--- src/rtl/i2c_wr_seq.sv ---
// Write-transaction sequencer feeding the I2C byte sender: buffers payload bytes
// in a FIFO and hands them out one at a time, with a per-byte timeout.
module i2c_wr_seq #(
  parameter int unsigned FIFO_DEPTH = 16,
  parameter int unsigned LEN_W      = 5,
  parameter int unsigned TIMEOUT    = 1023
) (
  input  logic                        clk,
  input  logic                        rst_n,
  input  logic                        cmd_valid,
  output logic                        cmd_ready,
  input  logic [6:0]                  cmd_dev_addr,
  input  logic [LEN_W-1:0]            cmd_len,
  input  logic                        wr_valid,
  output logic                        wr_ready,
  input  logic [7:0]                  wr_data,
  output logic [$clog2(FIFO_DEPTH):0] fifo_level,
  output logic                        pre_ready,
  output logic [7:0]                  pre_data,
  input  logic                        byte_done,
  output logic                        busy,
  output logic                        done,
  output logic                        err
);

  localparam int unsigned AW = $clog2(FIFO_DEPTH);
  localparam int unsigned LW = AW + 1;
  localparam int unsigned TW = $clog2(TIMEOUT + 1);

  typedef enum logic [2:0] {
    S_IDLE, S_ADDR, S_WAIT, S_FETCH, S_DONE, S_ERR
  } state_t;

  state_t            state, next_state;
  logic [6:0]        addr_q;
  logic [LEN_W-1:0]  rem_q;
  logic [TW-1:0]     timer_q;
  logic              byte_done_q;
  logic              bd_rise;
  logic [7:0]        mem [FIFO_DEPTH];
  logic [AW-1:0]     wptr, rptr;
  logic              fifo_empty;
  logic              push, pop;
  logic              load_cmd, timer_clr, timer_inc, rem_dec, flush;
  logic              pre_ready_d, done_d, err_d, busy_d;
  logic [7:0]        pre_data_d;
  logic              timer_exp;

  assign bd_rise    = byte_done & ~byte_done_q;
  assign fifo_empty = (fifo_level == LW'(0));
  assign wr_ready   = (fifo_level != LW'(FIFO_DEPTH));
  assign push       = wr_valid & wr_ready;
  assign cmd_ready  = (state == S_IDLE);
  assign timer_exp  = (timer_q == TW'(TIMEOUT - 1));

  // State register
  always_ff @(posedge clk or negedge rst_n) begin
    if (!rst_n) state <= S_IDLE;
    else        state <= next_state;
  end

  // Next-state logic; a byte_done rise beats a same-cycle timeout
  always_comb begin
    next_state = state;
    case (state)
      S_IDLE:  if (cmd_valid) next_state = S_ADDR;
      S_ADDR:  next_state = S_WAIT;
      S_WAIT: begin
        if (bd_rise)        next_state = (rem_q == LEN_W'(0)) ? S_DONE : S_FETCH;
        else if (timer_exp) next_state = S_ERR;
      end
      S_FETCH: begin
        if (!fifo_empty)    next_state = S_WAIT;
        else if (timer_exp) next_state = S_ERR;
      end
      S_DONE:  next_state = S_IDLE;
      S_ERR:   next_state = S_IDLE;
      default: next_state = S_IDLE;
    endcase
  end

  // Datapath controls and next values of the registered outputs
  always_comb begin
    load_cmd    = 1'b0;
    timer_clr   = 1'b0;
    timer_inc   = 1'b0;
    rem_dec     = 1'b0;
    flush       = 1'b0;
    pop         = 1'b0;
    pre_ready_d = 1'b0;
    pre_data_d  = pre_data;
    case (state)
      S_IDLE: load_cmd = cmd_valid;
      S_ADDR: begin
        pre_ready_d = 1'b1;
        pre_data_d  = {addr_q, 1'b0};
        timer_clr   = 1'b1;
      end
      S_WAIT: begin
        if (next_state == S_FETCH) timer_clr = 1'b1;
        else                       timer_inc = 1'b1;
      end
      S_FETCH: begin
        if (!fifo_empty) begin
          pop         = 1'b1;
          pre_ready_d = 1'b1;
          pre_data_d  = mem[rptr];
          rem_dec     = 1'b1;
          timer_clr   = 1'b1;
        end else begin
          timer_inc   = 1'b1;
        end
      end
      S_ERR:   flush = 1'b1;
      default: ;
    endcase
    done_d = (next_state == S_DONE);
    err_d  = (next_state == S_ERR);
    busy_d = (next_state != S_IDLE);
  end

  // Registered outputs, command context, timer and edge detector
  always_ff @(posedge clk or negedge rst_n) begin
    if (!rst_n) begin
      pre_ready   <= 1'b0;
      pre_data    <= 8'hFF;
      done        <= 1'b0;
      err         <= 1'b0;
      busy        <= 1'b0;
      addr_q      <= 7'd0;
      rem_q       <= '0;
      timer_q     <= '0;
      byte_done_q <= 1'b1;
    end else begin
      pre_ready   <= pre_ready_d;
      pre_data    <= pre_data_d;
      done        <= done_d;
      err         <= err_d;
      busy        <= busy_d;
      byte_done_q <= byte_done;
      if (load_cmd) begin
        addr_q <= cmd_dev_addr;
        rem_q  <= cmd_len;
      end else if (rem_dec) begin
        rem_q  <= rem_q - LEN_W'(1);
      end
      if (timer_clr)      timer_q <= '0;
      else if (timer_inc) timer_q <= timer_q + TW'(1);
    end
  end

  // FIFO pointers and occupancy; an error flush overrides any push
  always_ff @(posedge clk or negedge rst_n) begin
    if (!rst_n) begin
      wptr       <= '0;
      rptr       <= '0;
      fifo_level <= '0;
    end else if (flush) begin
      wptr       <= '0;
      rptr       <= '0;
      fifo_level <= '0;
    end else begin
      if (push) wptr <= wptr + AW'(1);
      if (pop)  rptr <= rptr + AW'(1);
      case ({push, pop})
        2'b10:   fifo_level <= fifo_level + LW'(1);
        2'b01:   fifo_level <= fifo_level - LW'(1);
        default: ;
      endcase
    end
  end

  always_ff @(posedge clk) begin
    if (push) mem[wptr] <= wr_data;
  end

endmodule

--- config.mk ---
export PLATFORM = sky130hd
export DESIGN_NAME = i2c_wr_seq
export DESIGN_NICKNAME = d
export VERILOG_FILES = /design/src/rtl/i2c_wr_seq.sv
export SDC_FILE = /design/constraint.sdc
export NUM_CORES = 1
export LEC_CHECK = 0
export ABC_CLOCK_PERIOD_IN_PS = 4300
export CAP_MARGIN = 20
export CORE_ASPECT_RATIO = 1.25
export CORE_MARGIN = 5
export CORE_UTILIZATION = 30
export CTS_CLUSTER_SIZE = 12
export DETAILED_ROUTE_END_ITERATION = 16
export DONT_BUFFER_PORTS = 1
export PLACE_DENSITY = 0.45
export SETUP_SLACK_MARGIN = 0.2
export SYNTH_ARGS = -nofsm -noshare
export SYNTH_HDL_FRONTEND = slang
export SYNTH_SLANG_ARGS = --single-unit
--- constraint.sdc ---
create_clock -name clk -period 4.3 [get_ports clk]
set_input_delay 0.215 -clock clk [delete_from_list [all_inputs] [get_ports clk]]
set_output_delay 0.215 -clock clk [all_outputs]
set_load 0.03 [all_outputs]
# ---- Word level (Yosys, flattened, before mapping)
# Memories as Yosys holds them, arrays and structs flattened.
# Cells that the tools add are included.
dict set report op_classes {
  n_mux 30
  bitwise 3
  n_reduce_logical 11
  n_addsub 6
  eq_ne 12
}
# cell n
set ops {}
lappend ops {{$mux W10} 2}
lappend ops {{$mux W4} 4}
lappend ops {{$pmux W8 S2} 1}
lappend ops {{$mux W3} 5}
lappend ops {{$mux W5} 3}
lappend ops {{$pmux W3 S4} 1}
lappend ops {{$add A10 B1 Y10 const B} 1}
lappend ops {{$eq A10 B10 Y1 const B} 1}
lappend ops {{$logic_not A5 Y1} 2}
lappend ops {{$pmux W5 S2} 1}
lappend ops {{$reduce_bool A2 Y1} 5}
lappend ops {{$sub A5 B1 Y5 const B} 2}
lappend ops {{$eq A3 B2 Y1 const B} 3}
lappend ops {{$eq A3 B3 Y1 const B} 3}
lappend ops {{$mux W1} 9}
lappend ops {{$add A4 B1 Y4 const B} 2}
lappend ops {{$mux W8} 1}
lappend ops {{$reduce_bool A3 Y1} 2}
lappend ops {{$add A5 B1 Y5 const B} 1}
lappend ops {{$ne A5 B5 Y1 const B} 1}
lappend ops {{$pmux W1 S2} 2}
lappend ops {{$eq A3 B1 Y1 const B} 1}
lappend ops {{$logic_not A3 Y1} 1}
lappend ops {{$pmux W1 S3} 1}
lappend ops {{6 further kinds} 7}
dict set report totals {
  register_bits 51
  input_bits 25
  out_inout_bits 19
  n_memories 1
  wordCells 76
  ram_bits 128
}
# memory depth width read_ports rd_clocked_by_memory_dff write_ports line_no
set mem_list {}
lappend mem_list {mem 16 8 1 0 1 40} ;# logic [7:0] mem [FIFO_DEPTH];

# ---- Depth between registers and ports, before layout
# Gate-level depths: netlist of the first run.
dict set report depth {
  depth_word 9
  mapped_depth 10
}

# ---- Worst setup path after synthesis of the first run
# No wires, ideal clock.
dict set report synth_timing {
  path_kind {reg-to-reg}
  startpoint {register fifo_level[4]}
  endpoint {register fifo_level[4]}
  n_path_buf 2
  t_arrival_ns 2.884
  required_time_ns 4.234
  setup_time_ns 0.066
  synth_period_minus_slack_ns 2.950
  path_slack_ns 1.350
  stages_incl_launch_ff 11
  path_cell_list {dfrtp_1 > clkbuf_1 > a21boi_1 > clkbuf_1 > nor2_1 > fa_1 > a21o_1 > a21o_1 > or3_1 > a211o_1 > nand2_1}
}
dict set report synth_between {
  elab_chain_len 6
  word_cells_on_any_way 12
  classes_between {add/sub: 2; eq/ne: 3; mux: 4; bitwise: 1; reduce/logical: 2}
}
# element line_no
set synth_lines {}
lappend synth_lines {{start, declared} 17} ;# output logic [$clog2(FIFO_DEPTH):0] fifo_level,
lappend synth_lines {{start signal, assigned} 166} ;# 2'b10: fifo_level <= fifo_level + LW'(1);
lappend synth_lines {{start signal, assigned} 167} ;# 2'b01: fifo_level <= fifo_level - LW'(1);
lappend synth_lines {{$logic_not A5 Y1} 50} ;# assign fifo_empty = (fifo_level == LW'(0));
lappend synth_lines {{$mux W1} 104} ;# if (!fifo_empty) begin
lappend synth_lines {{$mux W1} 92} ;# case (state)
lappend synth_lines {{$eq A2 B1 Y1 or $eq A2 B2 Y1 (tied branches)} 165} ;# case ({push, pop})
lappend synth_lines {{$pmux W5 S2} 165}
lappend synth_lines {{$mux W5} 158} ;# end else if (flush) begin
# Several ways; a longest one is shown, not always the timed one.
# A chain may end at the register's enable or synchronous reset.

# ---- Worst setup path after layout of the first run
dict set report layout_timing {
  startpoint {register fifo_level[3]}
  endpoint {register fifo_level[4]}
}
# Same word-level chain as after synthesis.

==> impl_metrics.csv, run 1 <==
group,metric,value,unit
clocking,cts_tree,"yes",
critical_path,cp-startpoint,"fifo_level[3]",
floorplanning,dieHeight,187.1,um
layout,post-route-util,0.3537,
timing,tightestPinTransition,0.9504,ns
power,design_power_total,5685,uW
synthesis,synth_edf_count,128,
drt,num_vias,3923,
timing,post-route-period-util,0.7343,
timing,finalHoldViolations,0,
min_path,hold_class,"input port to flip-flop",
global_routing,grt.total_usage,0.1169,
timing,relSlewSlack,0.3664,
status,status,"complete, no violations",
critical_path,r2r_cells,9,
synthesis,synth_top_area_cell,"edfxtp_1",
floorplanning,dieArea,28380,um^2
min_path,hold_depth,3,
global_routing,grt_pass1_vias,4221,
synthesis,avgSynthCellArea,16.19,um^2
layout,final_nets,528,
critical_path,r2r_start,"fifo_level[3]",
floorplanning,die-width,151.7,um
timing,skew,0.01833,ns
global_routing,antenna_found_initial,0,
synthesis,yosysTopAreaCellShare,0.5106,
layout,areaGrowthSynthToFinish,15.53,%
critical_path,start_kind,"flip-flop",
critical_path,critical_path.endpoint_type,"flip-flop",
run,drv_cap,0,
critical_path,worstSetupPathType,"flip-flop to flip-flop",
clocking,htreeDepth,4,
timing,slew_viol_final,0,
layout,final_area,8696,um^2
placed_design,place.gp.congestion,0.7449,
critical_path,critPathArrivalTime,3.51,ns
synthesis,ys_types,55,
drt,dr.first_iter.drc_count,262,
timing,rsz0062_at_grt,"false",
clocking,cts_root_buf,"clkbuf_16",
synthesis,netlist_area,7527,um^2
drt,firstDrtPassIters,4,
power,leakagePower,0.003040,uW
global_routing,grt_overflow,0,
clocking,numCtsBuffers,17,
critical_path,worstPathRequired,4.66,ns
synthesis,synth-seq-cells,179,
min_path,min_from,"byte_done",
critical_path,r2r_end,"fifo_level[4]",
timing,fmaxAchievable,0.3167,GHz
floorplanning,core_area,24580,um^2
floorplanning,io_pins,44,
layout,layout-drive-gt1-share,0.1912,
clocking,post-cts-setup-buffer-count,0,
synthesis,async_reset_ff_frac,0.2849,
drt,drc,0,
clocking,insertion_delay,0.43,ns
synthesis,yosys-top-cells-area,"edfxtp_1 51%, dfrtp_1 14%, mux4_2 9.6%, dfstp_2 3.1%, ha_1 2.0%",
synthesis,synthFlopType,"edfxtp_1",
placed_design,io_buffers,0,
floorplanning,rows,64,
clocking,cts_buffer_depth,2,
global_routing,grt_first_pass_wirelength,24920,um
placed_design,dp_hpwl,10410,um
timing,setup_tns,0,ns
timing,finalCriticalPeriod,3.158,ns
layout,fill_cells,2341,
timing,setup_viol_count_final,0,
synthesis,syn_inst,465,
global_routing,grt_max_degree,52,
layout,antenna_cells,0,
min_path,min_delay_worst_endpoint,"state[0]",
drt,antenna_left,0,
floorplanning,start_util,0.3062,
synthesis,syn_nets,503,
placed_design,placed_cell_area,7880,um^2
drt,drt-vias-per-instance,4.715,
clocking,clkTransAtPathRegs,0.07,ns
critical_path,crit_fanout,9,
synthesis,synth_warnings,0,
power,peakVddDrop,0.2135,mV
drt,finalWirelength,15830,um
timing,hold_slack,0.1584,ns
clocking,cts_sinks,179,
synthesis,yosysSeqAreaShare,0.6817,
power,pwr_density_cell,653.8,nW/um^2
drt,wire_per_inst,19.03,um
critical_path,r2r_slack,1.14,ns
[Yosys cell counts (2+ instances only)]
| master | count |
|---|---|
| a211oi_1 | 2 |
| and2_1 | 16 |
| nand2b_1 | 3 |
| buf_4 | 3 |
| buf_1 | 3 |
| and3b_1 | 3 |
| o21ai_0 | 5 |
| a21oi_1 | 25 |
| mux2i_1 | 4 |
| nor2b_1 | 3 |
| edfxtp_1 | 128 |
| inv_1 | 7 |
| nand2_1 | 19 |
| mux2_2 | 10 |
| and4_1 | 5 |
| nor2_1 | 35 |
| ha_1 | 12 |
| nor4_1 | 2 |
| xnor2_1 | 6 |
| xor2_1 | 15 |
| clkbuf_1 | 12 |
| or4b_1 | 2 |
| nand3_1 | 8 |
| a22oi_1 | 14 |
| buf_2 | 4 |
| mux4_2 | 32 |
| dfrtp_1 | 42 |
| a21o_1 | 3 |
| and3_1 | 4 |
| dfstp_2 | 9 |
| nand4_1 | 5 |
[cells by family (layout without fill, tap and decap cells)]
kind of cell	count (synthesis)	count (layout)	share of synthesized area
flip-flops	179	179	0.6817
AND/OR/NAND/NOR	116	116	0.08478
AO/OA/AOI/OAI	60	60	0.05170
multiplexers	46	46	0.1160
buffers and inverters	29	66	0.01662
XOR/XNOR	22	22	0.02660
adder cells (fa/ha/maj)	13	13	0.02261
[final cells by class]
| class | count | area, um^2 | area share |
|---|---|---|---|
| Tap cell | 330 | 412.9 | 0.04748 |
| Multi-Input combinational cell | 257 | 2271 | 0.2612 |
| Timing Repair Buffer | 28 | 285.3 | 0.03281 |
| Clock buffer | 17 | 425.4 | 0.04892 |
| Clock inverter | 14 | 142.6 | 0.01640 |
| Sequential cell | 179 | 5132 | 0.5902 |
| Inverter | 7 | 26.28 | 0.003022 |
[worst max-delay path: stages (launching register included)]
cell	delay [ns]
dfrtp_1	0.54
or4_4	0.64
o21ai_4	0.30
nor2_1	0.17
fa_1	0.43
a21o_1	0.18
a21o_1	0.18
or3_1	0.33
a211o_1	0.26
nand2_1	0.05
[registers in the layout, summed over array words and instances (netlist names)]
signal,flops
pre_data,8
mem,128
rem_q,5
done,1
rptr,4
err,1
busy,1
timer_q,10
byte_done_q,1
fifo_level,5
state,3
addr_q,7
pre_ready,1
wptr,4
[power breakdown]
group,switching [uW],internal (uW)
registers,474,2190
logic,807,737
clock network,707,768
[worst max path at each step]
stage                          to  depth (start not counted)
global placement    fifo_level[4]                          9
global route        fifo_level[4]                          9
CTS                 fifo_level[4]                          9
detailed placement  fifo_level[4]                          9
floorplan           fifo_level[4]                         10
finish              fifo_level[4]                          9
[layer usage]
layer	GRT usage	vias to the layer above	part of all wire
met5	0	-	0
met3	0.02933	8	0.041
li1	-	1835	-
met4	0.03112	0	0.011
met2	0.1947	78	0.51
met1	0.1514	2002	0.44
[metrics by stage]
stage	std cells	setup slack, ns
finish	832	1.142
detailed placement	778	1.133
floorplan	465	1.350
global placement	778	1.193
CTS	832	1.114
global route	832	0.9934
[cells in the final DEF (no fill, tap or decap), drive strengths merged, types with 2 or more instances in the layout]
master         n
dlygate4sd3   22
nand2b         3
dfrtp         42
xnor2          7
mux4          32
nand2         19
a22oi         14
and2          16
xor2          15
nor2          35
nand4          5
nor4           2
clkbuf        17
o21ai          7
and3b          3
and4           5
inv           14
or4b           2
buf            6
nor3           2
a21o           3
and3           4
a211oi         2
dfstp          9
nor4b          2
mux2i          4
a21oi         26
ha            12
nor2b          3
edfxtp       128
nand3          8
nor3b          2
clkinv         6
mux2          10
[repair_timing]
action	4_1_cts	5_1_grt
endpoints found under the hold margin	192	0
hold buffers	23	0
resized for setup	0	0
(Power assumes the default switching activity.)
==> run 2, diff against run 1 <==
- ABC_CLOCK_PERIOD_IN_PS: 4300 -> 2620
- PLACE_DENSITY: 0.45 -> 0.46
- clock period: 4.3 -> 2.62 ns (I/O delays scaled with it)
==> run 2 against run 1 <==
Net effect: power increased by 74%; the flow now finishes with violations (setup timing); via count up 3.4%; largest power group unchanged; hold slack got worse by 0.073 ns; first-iteration DRC count shrank 31%; worst setup slack worse by 1.2 ns; register-to-register slack got worse by 1.2 ns; clock skew is 0.0045 ns lower.
==> impl_metrics.csv, run 2 (synthesis gave the netlist of run 1 again) <==
group,metric,value,unit
global_routing,gr-usage-met3,0.02836,
critical_path,r2r_start,"fifo_level[2]",
critical_path,r2r_cells,9,
layout,fill_cells,2329,
timing,setup_viol_count_final,1,
run,drv_cap,0,
global_routing,use_met2,0.1939,
critical_path,r2r_end,"fifo_level[4]",
timing,fmaxAchievable,0.3753,GHz
critical_path,worstSetupPathType,"flip-flop to flip-flop",
power,swShare,0.3419,
placed_design,io_buffers,0,
power,p_clk_frac,0.270,
layout,layout-drive-gt1-share,0.2524,
critical_path,cp-startpoint,"fifo_level[2]",
critical_path,cp_slowest_cell,"or4_4",
critical_path,start_kind,"flip-flop",
placed_design,placed_cell_area,8075,um^2
drt,antenna_left,0,
floorplanning,core_area,24580,um^2
clocking,htreeDepth,4,
layout,final_area,8997,um^2
global_routing,grt_max_degree,52,
min_path,hold_class,"input port to flip-flop",
clocking,cts_root_buf,"clkbuf_16",
power,p_int,6525,uW
power,p_sw,3389,uW
power,seq_power_share,0.411,
critical_path,critical_path.endpoint_type,"flip-flop",
floorplanning,io_pins,44,
drt,drc,0,
drt,dr.first_iter.drc_count,181,
power,pwr_density_cell,1102,nW/um^2
global_routing,antenna_found_initial,0,
critical_path,cp.depth,9,
power,leakagePower,0.003199,uW
power,peakVddDrop,0.4124,mV
placed_design,place.gp.congestion,0.7466,
critical_path,crit_fanout,4,
timing,post-route-period-util,1.017,
global_routing,grt_pass1_vias,4289,
floorplanning,dieHeight,187.1,um
critical_path,critPathCapture,"fifo_level[4]",
critical_path,r2r_slack,-0.04,ns
layout,largest_register,"mem",
drt,firstDrtPassIters,4,
drt,finalWirelength,15800,um
layout,final_cell_mix,"128 x edfxtp_1, 38 x dfrtp_1, 34 x nor2_1",
drt,num_vias,4056,
clocking,numCtsBuffers,17,
clocking,cts_buffer_depth,2,
critical_path,critPathTopFamily,"simple AND/OR/NAND/NOR gates",
timing,rsz0062_at_grt,"true",
floorplanning,rows,64,
critical_path,slowest_delay,0.57,ns
status,violations,"setup timing",
critical_path,worstPathRequired,2.98,ns
clocking,cts_tree,"yes",
critical_path,worst-path-buf-inv,0,
global_routing,grt_overflow,0,
global_routing,grt_first_pass_wirelength,24820,um
layout,largest_reg_flops,128,
drt,wire_per_inst,18.43,um
timing,skew,0.01387,ns
global_routing,grt.total_usage,0.1166,
layout,final_nets,552,
power,p_comb_frac,0.318,
layout,areaGrowthSynthToFinish,19.53,%
timing,setup_tns,-0.04438,ns
timing,relSlewSlack,0.4586,
layout,reg.largest.list,"mem (128), timer_q (10), pre_data (8)",
global_routing,use_met1,0.1509,
critical_path,critPathArrivalTime,3.03,ns
status,status,"finished, violations left",
critical_path,crit_path_cell_trace,"or4_4 -> o21ai_4 -> nor2_4 -> fa_2 -> a21o_1 -> a21o_1 -> or3_4 -> a211o_1 -> nand2_1",
timing,slew_viol_final,0,
timing,tightestPinTransition,0.8121,ns
drt,drt-vias-per-instance,4.733,
floorplanning,start_util,0.3062,
timing,finalCriticalPeriod,2.664,ns
power,design_power_total,9915,uW
layout,antenna_cells,0,
clocking,insertion_delay,0.43,ns
floorplanning,die-width,151.7,um
global_routing,busiest_layer,"met2",
placed_design,dp_hpwl,10470,um
timing,finalHoldViolations,0,
timing,fin_ws,-0.04438,ns
clocking,cts_sinks,179,
clocking,clkTransAtPathRegs,0.07,ns
critical_path,crit_path_frequent_cell,"a21o_1",
layout,final_common_cell,"edfxtp_1",
floorplanning,dieArea,28380,um^2
## run 2: cell types whose count changed in the layout (fill, tap and decap cells not counted), sizes merged
cell / previous run / this run
bufinv: 0 / 2
buf: 6 / 30
clkinvlp: 1 / 0
inv: 14 / 16
clkbuf: 17 / 18
clkinv: 6 / 3
## run 2: worst register-to-register path: cells and delay by family (launching register included)
family | cells | cell delay, ns
AND/OR/NAND/NOR | 4 | 1.03
AO/OA/AOI/OAI | 4 | 0.83
flip-flops | 1 | 0.40
adder cells (fa/ha/maj) | 1 | 0.36
## run 2: power groups by stage
stage               registers [uW]  clock network (uW)  logic, uW
finish                        4080                2680       3150
global route                  4140                2860       3490
CTS                           4090                2750       3190
detailed placement            4150                   0       3080
global placement              4120                   0       3050
floorplan                     4120                   0       2160
## run 2: area by class of cell
class,instances,area [um^2],area share
clock buffer,18,429.2,0.04770
inverter,7,26.28,0.002920
tap,330,412.9,0.04589
multi-input combinational,257,2310,0.2567
timing repair buffer,52,478.0,0.05312
clock inverter,14,205.2,0.02281
sequential,179,5136,0.5709
## run 2: per-stage QoR
stage               std cells  hold slack, ns  setup WS [ns]  utilization
floorplan                 465         -0.1646        -0.1680            -
global placement          800         -0.1631        0.03390       0.3285
detailed placement        800         -0.1630        -0.1221       0.3285
CTS                       856         0.07747      -0.004250       0.3649
global route              857         0.07006        -0.1023       0.3660
finish                    857         0.08573       -0.04438       0.3660
## run 2: timing repair
action	4_1_cts	5_1_grt
hold endpoints to repair	192	0
setup endpoints to repair	2	29
pin swaps	1	1
resized for setup	1	6
buffers inserted	1	1
hold buffers	23	0
## run 2: layer usage
layer,share of wire,up-vias
met5,0,-
met4,0.010,0
met3,0.041,12
met2,0.51,72
met1,0.44,2094
li1,-,1878
## run 2: worst min path at each step
| stage | start | slack, ns | cells after the start | to |
|---|---|---|---|---|
| 2_1_floorplan | rst_n | -0.16 | 0 | addr_q[0] |
| 3_3_place_gp | rst_n | -0.16 | 0 | busy |
| 3_5_place_dp | rst_n | -0.16 | 0 | busy |
| 4_1_cts | cmd_valid | 0.08 | 2 | state[0] |
| 5_1_grt | cmd_valid | 0.07 | 2 | state[0] |
| 6_report | cmd_valid | 0.09 | 2 | state[0] |
==> run 3, diff against run 2 <==
- CORE_ASPECT_RATIO: 1.25 -> not set
==> run 3 against run 2 <==
Net effect: the run still ends with setup timing left; critical path depth did not move; die area barely moved; utilization fell by 0.83 points; via count fell by 0.79%; first-iteration DRC count rose by 45%; wire length barely moved; critical path type unchanged; critical endpoint unchanged.
==> impl_metrics.csv, run 3 (synthesis gave the netlist of run 1 again) <==
group,metric,value,unit
timing,fin_ws,-0.01159,ns
layout,final_common_cell,"edfxtp_1",
power,peakVddDrop,0.5112,mV
floorplanning,dieArea,28360,um^2
floorplanning,die-width,168.4,um
layout,final_nets,553,
timing,rsz0062_at_grt,"true",
critical_path,crit_path_frequent_cell,"a21o_1",
critical_path,crit_fanout,4,
status,status,"finished, violations left",
power,p_int,6316,uW
clocking,cts_sinks,179,
power,leakagePower,0.003158,uW
floorplanning,io_pins,44,
layout,areaGrowthSynthToFinish,18.63,%
drt,drt-met1-wl,7374,um
power,pwr_density_cell,1082,nW/um^2
run,drv_cap,0,
global_routing,grt_first_pass_wirelength,24850,um
timing,fmaxAchievable,0.3800,GHz
global_routing,grt_max_degree,52,
clocking,insertion_delay,0.43,ns
timing,finalCriticalPeriod,2.632,ns
critical_path,crit_path_cell_trace,"or4_4 -> o21ai_4 -> nor2_4 -> fa_2 -> a21o_1 -> a21o_1 -> or3_4 -> a211o_1 -> nand2_1",
critical_path,slowest_delay,0.57,ns
critical_path,worstPathRequired,2.98,ns
layout,largest_reg_flops,128,
layout,layout-drive-gt1-share,0.2500,
clocking,htreeDepth,4,
placed_design,dpl_worst_slack,-0.07942,ns
power,seq_power_share,0.423,
global_routing,grt_overflow,0,
status,violations,"setup timing",
timing,setup_viol_count_final,1,
timing,skew,0.01181,ns
global_routing,grt_pass1_vias,4303,
layout,fill_cells,2363,
drt,finalWirelength,15800,um
power,p_sw,3342,uW
drt,top_layer,"met4",
floorplanning,start_util,0.3015,
drt,dr.first_iter.drc_count,262,
drt,drc,0,
power,p_comb_frac,0.332,
timing,relSlewSlack,0.4366,
clocking,cts_root_buf,"clkbuf_16",
clocking,cts_buffer_depth,2,
drt,drt-vias-per-instance,4.690,
placed_design,io_buffers,0,
clocking,cts_tree,"yes",
timing,finalHoldViolations,0,
timing,post-route-period-util,1.004,
placed_design,place.gp.congestion,0.7452,
layout,final_cell_mix,"128 x edfxtp_1, 38 x dfrtp_1, 34 x nor2_1",
critical_path,start_kind,"flip-flop",
placed_design,dp_hpwl,10320,um
layout,largest_register,"mem",
drt,antenna_left,0,
layout,reg.largest.list,"mem (128), timer_q (10), pre_data (8)",
critical_path,worstSetupPathType,"flip-flop to flip-flop",
layout,antenna_cells,0,
floorplanning,core_area,24960,um^2
clocking,numCtsBuffers,17,
critical_path,critical_path.endpoint_type,"flip-flop",
drt,wl_met2,7641,um
power,swShare,0.3461,
global_routing,grt.total_usage,0.1158,
critical_path,critPathArrivalTime,2.99,ns
clocking,clkTransAtPathRegs,0.07,ns
power,p_clk_frac,0.245,
drt,wire_per_inst,18.41,um
timing,tightestPinTransition,0.8450,ns
global_routing,antenna_found_initial,0,
drt,firstDrtPassIters,4,
drt,route.met3.wl,579,um
drt,num_vias,4024,
min_path,hold_class,"input port to flip-flop",
floorplanning,dieHeight,168.4,um
floorplanning,rows,58,
timing,slew_viol_final,0,
critical_path,cp_slowest_cell,"or4_4",
timing,hold_slack,0.01983,ns
run 3: area by class of cell:
| type | instances | area [um^2] | area share |
|---|---|---|---|
| inverter | 7 | 26.28 | 0.002942 |
| clock inverter | 14 | 123.9 | 0.01387 |
| timing repair buffer | 53 | 485.5 | 0.05436 |
| clock buffer | 18 | 429.2 | 0.04806 |
| tap | 330 | 412.9 | 0.04624 |
| sequential | 179 | 5136 | 0.5752 |
| multi-input combinational | 257 | 2316 | 0.2594 |
run 3: final timing paths:
kind                               start       endpoint  slack, ns  depth (start not counted)
setup / recovery           fifo_level[1]  fifo_level[4]      -0.01                          9
hold reg to reg                addr_q[5]      addr_q[5]       0.52                          1
max in group asynchronous          rst_n    pre_data[1]       2.11                          2
setup reg to reg           fifo_level[1]  fifo_level[4]      -0.01                          9
hold / removal                 cmd_valid       state[0]       0.02                          2
min in group asynchronous          rst_n     timer_q[5]       0.22                          2
run 3: repair_timing:
| item | CTS | global route |
|---|---|---|
| resized for setup | 1 | 5 |
| setup buffers | 0 | 2 |
| endpoints found under the setup margin | 2 | 19 |
| hold buffers | 23 | 0 |
| pin swaps | 1 | 5 |
| endpoints found under the hold margin | 192 | 0 |
run 3: critical path, delay by kind of cell (launching register included):
family	cells	cell delay, ns
simple gates	4	1.02
fa+ha+maj	1	0.37
flops	1	0.40
compound gates	4	0.79
run 3: stage by stage:
| stage | instance area, um^2 | power, uW | util | TNS (ns) | instances |
|---|---|---|---|---|---|
| floorplan | 7545 | 6276 | - | -0.1680 | 465 |
| global placement | 8083 | 7181 | 0.3238 | 0 | 801 |
| detailed placement | 8083 | 7257 | 0.3238 | -0.07942 | 801 |
| CTS | 8890 | 9738 | 0.3561 | -0.01647 | 856 |
| global route | 8930 | 10250 | 0.3577 | -0.07534 | 858 |
| finish | 8930 | 9658 | 0.3577 | -0.01159 | 858 |
run 3: layer usage:
layer | track usage | vias to the layer above
met3 | 0.03005 | 14
met4 | 0.03740 | 0
li1 | - | 1879
met1 | 0.1528 | 2068
met5 | 0 | -
met2 | 0.1875 | 63
run 3: power by group through the flow:
stage	registers [uW]	clock network, uW	logic, uW
3_5_place_dp	4150	0	3100
2_1_floorplan	4120	0	2160
6_report	4090	2360	3210
4_1_cts	4090	2440	3210
5_1_grt	4150	2550	3550
3_3_place_gp	4130	0	3050
